<file path="config.mk">
export PLATFORM = sky130hd
export DESIGN_NAME = divu_seq
export DESIGN_NICKNAME = d
export VERILOG_FILES = /design/src/rtl/divu_pkg.sv /design/src/rtl/divu_step.sv /design/src/rtl/divu_seq.sv
export SDC_FILE = /design/constraint.sdc
export NUM_CORES = 1
export LEC_CHECK = 0
export BUFFER_PORTS_ARGS = -buffer_cell sky130_fd_sc_hd__buf_2
export CAP_MARGIN = 25
export CORE_AREA = 2 2 92 67
export CTS_BUF_LIST = sky130_fd_sc_hd__clkbuf_8
export DETAILED_ROUTE_END_ITERATION = 10
export DIE_AREA = 0 0 94 69
export PLACE_DENSITY = 0.95
export SLEW_MARGIN = 40
export SYNTH_ARGS = -nofsm -noshare
export SYNTH_HDL_FRONTEND = slang
export SYNTH_HIERARCHICAL = 1
export SYNTH_SLANG_ARGS = --single-unit
</file>
<file path="constraint.sdc">
create_clock -name clk -period 6.4 [get_ports clk]
set_input_delay 1.92 -clock clk [delete_from_list [all_inputs] [get_ports clk]]
set_output_delay 1.92 -clock clk [all_outputs]
set_load 0.005 [all_outputs]
</file>
<file path="src/rtl/divu_pkg.sv">
`default_nettype none
// ============================================================================
// Module      : divu_pkg
// Description : Shared types and sizing helpers for the divu_seq sequential
//               unsigned divider. The default operand width matches the
//               mult block so a divider can sit directly behind a product.
// Revision    : 1.0 - initial release
// ============================================================================
package divu_pkg;

    // Operand width shared with mult instantiations.
    localparam int c_divu_n_default = 9;

    // Controller states.
    typedef enum logic [1:0] {
        IDLE = 2'd0,
        RUN  = 2'd1,
        DONE = 2'd2
    } divu_state_e;

    // Width of the iteration counter that must reach 2N-1.
    function automatic int divu_cnt_w(input int n);
        return (2 * n > 1) ? $clog2(2 * n) : 1;
    endfunction

endpackage
`default_nettype wire

</file>
<file path="src/rtl/divu_step.sv">
`default_nettype none
// ============================================================================
// Module      : divu_step
// Description : One restoring-division iteration. Shifts the next dividend
//               bit into the partial remainder, then subtracts the divisor
//               when the shifted value is not smaller than it.
// Revision    : 1.0 - initial release
// Ports       : rem_i     - partial remainder entering this step (N bits)
//               divisor_i - divisor (N bits)
//               bit_i     - dividend bit shifted in this step
//               rem_o     - partial remainder after this step (N bits)
//               q_o       - quotient bit produced by this step
// ============================================================================
module divu_step #(
    parameter int N = 9
) (
    input  logic [N-1:0] rem_i,
    input  logic [N-1:0] divisor_i,
    input  logic         bit_i,
    output logic [N-1:0] rem_o,
    output logic         q_o
);

    // The shifted value needs N+1 bits; after a subtract (or when no subtract
    // is needed) the result is below the divisor, so N bits hold it. With a
    // zero divisor the subtract is a no-op and the top bit simply falls off,
    // which leaves the low dividend bits as the final remainder.
    logic [N:0] w_shift;
    logic [N:0] w_dvs_ext;
    logic [N:0] w_diff;
    logic       w_ge;

    assign w_shift   = {rem_i, bit_i};
    assign w_dvs_ext = {1'b0, divisor_i};
    assign w_ge      = (w_shift >= w_dvs_ext);
    assign w_diff    = w_shift - w_dvs_ext;

    assign q_o   = w_ge;
    assign rem_o = w_ge ? w_diff[N-1:0] : w_shift[N-1:0];

endmodule
`default_nettype wire

</file>
<file path="src/rtl/divu_seq.sv">
`default_nettype none
// ============================================================================
// Module      : divu_seq
// Description : Sequential unsigned restoring divider. Divides a 2N-bit
//               dividend by an N-bit divisor, one quotient bit per clock,
//               with valid/ready handshakes on input and output.
// Revision    : 1.0 - initial release
// Ports       : clk       - system clock, rising edge
//               rst_n     - asynchronous active-low reset
//               in_valid  - dividend/divisor valid
//               in_ready  - an operand pair can be accepted
//               dividend  - 2N-bit unsigned dividend
//               divisor   - N-bit unsigned divisor
//               out_valid - result valid, held until accepted
//               out_ready - downstream accepts the result
//               quotient  - 2N-bit unsigned quotient
//               remainder - N-bit unsigned remainder
//               div_zero  - result was produced with a zero divisor
// Options     : DIVU_ZERO_BYPASS_EN - a zero divisor skips the iterations and
//               presents the (identical) result one edge after acceptance.
// ============================================================================
module divu_seq
    import divu_pkg::*;
#(
    parameter int N = c_divu_n_default
) (
    input  logic           clk,
    input  logic           rst_n,
    input  logic           in_valid,
    output logic           in_ready,
    input  logic [2*N-1:0] dividend,
    input  logic [N-1:0]   divisor,
    output logic           out_valid,
    input  logic           out_ready,
    output logic [2*N-1:0] quotient,
    output logic [N-1:0]   remainder,
    output logic           div_zero
);

    localparam int CNT_W = divu_cnt_w(N);
    localparam logic [CNT_W-1:0] c_last = CNT_W'(2 * N - 1);

    divu_state_e      state_q;
    logic [CNT_W-1:0] cnt_q;
    logic [2*N-1:0]   dvd_q;     // dividend, consumed MSB first
    logic [N-1:0]     dvs_q;
    logic [N-1:0]     rem_q;
    logic [2*N-1:0]   quo_q;
    logic             in_ready_q;
    logic             out_valid_q;
    logic             div_zero_q;

    logic [N-1:0]     w_rem_nxt;
    logic             w_qbit;

    divu_step #(
        .N (N)
    ) u_step (
        .rem_i     (rem_q),
        .divisor_i (dvs_q),
        .bit_i     (dvd_q[2*N-1]),
        .rem_o     (w_rem_nxt),
        .q_o       (w_qbit)
    );

    always_ff @(posedge clk or negedge rst_n) begin
        if (!rst_n) begin
            state_q     <= IDLE;
            cnt_q       <= '0;
            dvd_q       <= '0;
            dvs_q       <= '0;
            rem_q       <= '0;
            quo_q       <= '0;
            in_ready_q  <= 1'b1;
            out_valid_q <= 1'b0;
            div_zero_q  <= 1'b0;
        end else begin
            case (state_q)
                IDLE: begin
                    if (in_valid && in_ready_q) begin
                        dvd_q      <= dividend;
                        dvs_q      <= divisor;
                        rem_q      <= '0;
                        quo_q      <= '0;
                        cnt_q      <= '0;
                        in_ready_q <= 1'b0;
                        div_zero_q <= 1'b0;
`ifdef DIVU_ZERO_BYPASS_EN
                        if (divisor == '0) begin
                            // Same values the full iteration would produce.
                            quo_q       <= '1;
                            rem_q       <= dividend[N-1:0];
                            div_zero_q  <= 1'b1;
                            out_valid_q <= 1'b1;
                            state_q     <= DONE;
                        end else begin
                            state_q <= RUN;
                        end
`else
                        state_q <= RUN;
`endif
                    end
                end

                RUN: begin
                    dvd_q <= {dvd_q[2*N-2:0], 1'b0};
                    rem_q <= w_rem_nxt;
                    quo_q <= {quo_q[2*N-2:0], w_qbit};
                    cnt_q <= cnt_q + CNT_W'(1);
                    if (cnt_q == c_last) begin
                        state_q     <= DONE;
                        out_valid_q <= 1'b1;
                        div_zero_q  <= (dvs_q == '0);
                    end
                end

                DONE: begin
                    if (out_ready) begin
                        state_q     <= IDLE;
                        out_valid_q <= 1'b0;
                        in_ready_q  <= 1'b1;
                    end
                end

                default: begin
                    state_q     <= IDLE;
                    in_ready_q  <= 1'b1;
                    out_valid_q <= 1'b0;
                end
            endcase
        end
    end

    assign in_ready  = in_ready_q;
    assign out_valid = out_valid_q;
    assign quotient  = quo_q;
    assign remainder = rem_q;
    assign div_zero  = div_zero_q;

endmodule
`default_nettype wire
</file>
==> metrics.txt <==
Synth Area per Inst=9.112 sq um; CP max-delay cell=dfstp_2; CTS tree=done; combinational share of power=52.4%; post-CTS setup buffer count=0; Yosys cell types=53; maximum vdd ir drop=0.0002819 V; Max FO, Critical Path=5; drt initial violations=264; dpl hpwl=5162 microns; share of cells above drive strength 1=22.59%; Final period util=46.09%; Tot GR Track Use=25.31%; drt pass-1 iters=7; Ports=61; Hold Slack=497.4 ps; Pint=1.301 mW; YS warnings=6; crit-path leading delay family=flip-flops; clock slew at reported path FFs=60 ps; startpoint types=flip-flop; CP Capture Type=output pin; unrepaired setup endpoints after global routing=no; placement row count=23; drt wl/cell=15.56 microns; routability cong.=0.9282; most frequent cells in the layout=91 x nand2_1, 63 x dfrtp_1, 60 x buf_2; Final Hold Violating Endpoints=0; status=finished, final reports clean; H-tree depth=3; placed insts=484; Bufs and invs on worst path=1; die outline area=6486 sq um; DP Area=3676 sq um; GRT overflow=0; clk_skew=5.689 ps; post-synthesis sequential area ratio=47.29%; Synth async-reset ratio=100.0%; WL final=7780 microns; vias=2955; Core Region=5612 sq um; Net count, final=463; max_slew headroom=60.02%; # setup viols final=0; Critical Path RT=4480 ps; CTS Buf Count=9; Final Max Slew Viols=0; CTS root buf=clkbuf_8; Post-synth EDFFs=0; initial core utilization=60.40%; Crit Path Category=reg2out; cts-stage hold buffer count=0; Mapped Nets=415; Worst-Skew Late Latency=340 ps; largest net degree at the start of global routing=65; Tightest Hold Check Type=reg2reg; post-CTS sizing=0; Yosys top cell by area=dfrtp_1; Synth Flop Type=dfrtp_1; Switch Pwr=971.2 uW; Total Negative Setup Slacks=0 ps; total power=2.272 mW; post-route cell area=3879 sq um; max-cap violations=0; Worst EP arrival=1030 ps; switching share of power=42.75%; Antenna Cells=0; Post-DRT Antenna Nets=0; vias in the first global route=2773; Die X=94 microns; Vias/cell=5.910; Power per Cell Area=585.8 nW/um^2; Largest stage delay, worst path=570 ps; Port Buffers=60; register bit total from synthesis=64; Die Span Y=69 microns; first-pass GRT wire length=12980 microns; top cells by area, synth=dfrtp_1 47%, nand2_1 10%, nand3_1 4.7%; minimum clock period=2950 ps; DR DRC count=0; Slew @ Worst Pin=599.7 ps; commonest non-fill, non-tap cell in the layout=nand2_1; post-synth top area share=46.51%; synthesis-to-finish area growth=14.43%; share of power burned in registers=32.5%; clock sinks=64; deepest clock path buffer count=2; clock share of power=15.2%; cells after synthesis=372; leak pwr=1.962 nW; Max Clk Rate=339.0 MHz; crit path cell chain=buf_2; initial antenna violation count=0; non-filler cells, final=500; post-synthesis cell area=3390 sq um
[through the flow]
| step | util, % | worst slack (ps) |
|---|---|---|
| after floorplan | - | 3719 |
| after global placement | 64.93 | 3301 |
| after detailed placement | 65.51 | 3272 |
| after CTS | 69.05 | 3434 |
| after global routing | 69.12 | 3407 |
| final | 69.12 | 3450 |
[power groups by stage]
| stage | clock network [mW] | registers [mW] | logic (mW) |
|---|---|---|---|
| after global routing | 0.369 | 0.763 | 1.30 |
| after detailed placement | 0 | 0.738 | 1.16 |
| after CTS | 0.352 | 0.735 | 1.17 |
| after global placement | 0 | 0.726 | 1.08 |
| after floorplan | 0 | 0.709 | 0.894 |
| final | 0.345 | 0.738 | 1.19 |
[sequential cells by signal, indices dropped and copies added, names as in the netlist]
signal     flops
cnt_q          5
in_ready       1
dvd_q         18
dvs_q          9
state_q        2
out_valid      1
quotient      18
div_zero       1
remainder      9
[Yosys cell counts, drive strengths merged, types with 2 or more instances]
library cell,count
nand2,91
nor3,19
and4bb,2
nand2b,4
nor2,22
inv,16
dfrtp,63
o31ai,2
nand3,32
a21oi,9
a211oi,4
buf,24
clkbuf,2
o21ai,6
a211o,2
o211ai,4
ha,11
nand4,4
mux2i,6
xnor2,2
mux2,5
a2111oi,2
o22ai,17
a21o,3
[routing by layer]
layer  track usage (%)  vias up  part of all wire [%]
met5                 0        -                     0
li1                  -     1380                     -
met1             35.29     1416                    44
met4             7.246        0                   1.7
met2             37.22      137                    46
met3             9.399       22                   8.6
[worst paths after layout]
kind,startpoint,end,cells after the start,slack [ps]
worst max-delay path,in_ready,in_ready,1,3450
worst min-delay path,cnt_q[4],cnt_q[4],1,500
worst max register to register,dvd_q[17],remainder[4],11,3570
worst min register to register,cnt_q[4],cnt_q[4],1,500
max in group asynchronous,rst_n,div_zero,2,4350
min in group asynchronous,rst_n,quotient[8],2,1650
[layout make-up]
type                    count  area, sq um
repair buffers             63        346.6
inverters                  16        62.56
fillers                   458         1733
clock inverters             5        47.55
multi-input cells         266         1574
flip-flops and latches     64         1603
well taps                  75        93.84
clock buffers              11        151.4
[cell families after synthesis]
| family | count (synthesis) | synth area share (%) |
|---|---|---|
| xor+xnor | 3 | 0.7753 |
| fa+ha+maj | 12 | 4.651 |
| buf+inv | 42 | 6.866 |
| compound gates | 59 | 12.51 |
| mux | 11 | 3.765 |
| flops | 64 | 47.29 |
| simple gates | 181 | 24.14 |
Note: power is estimated with default switching activity, not from simulation.
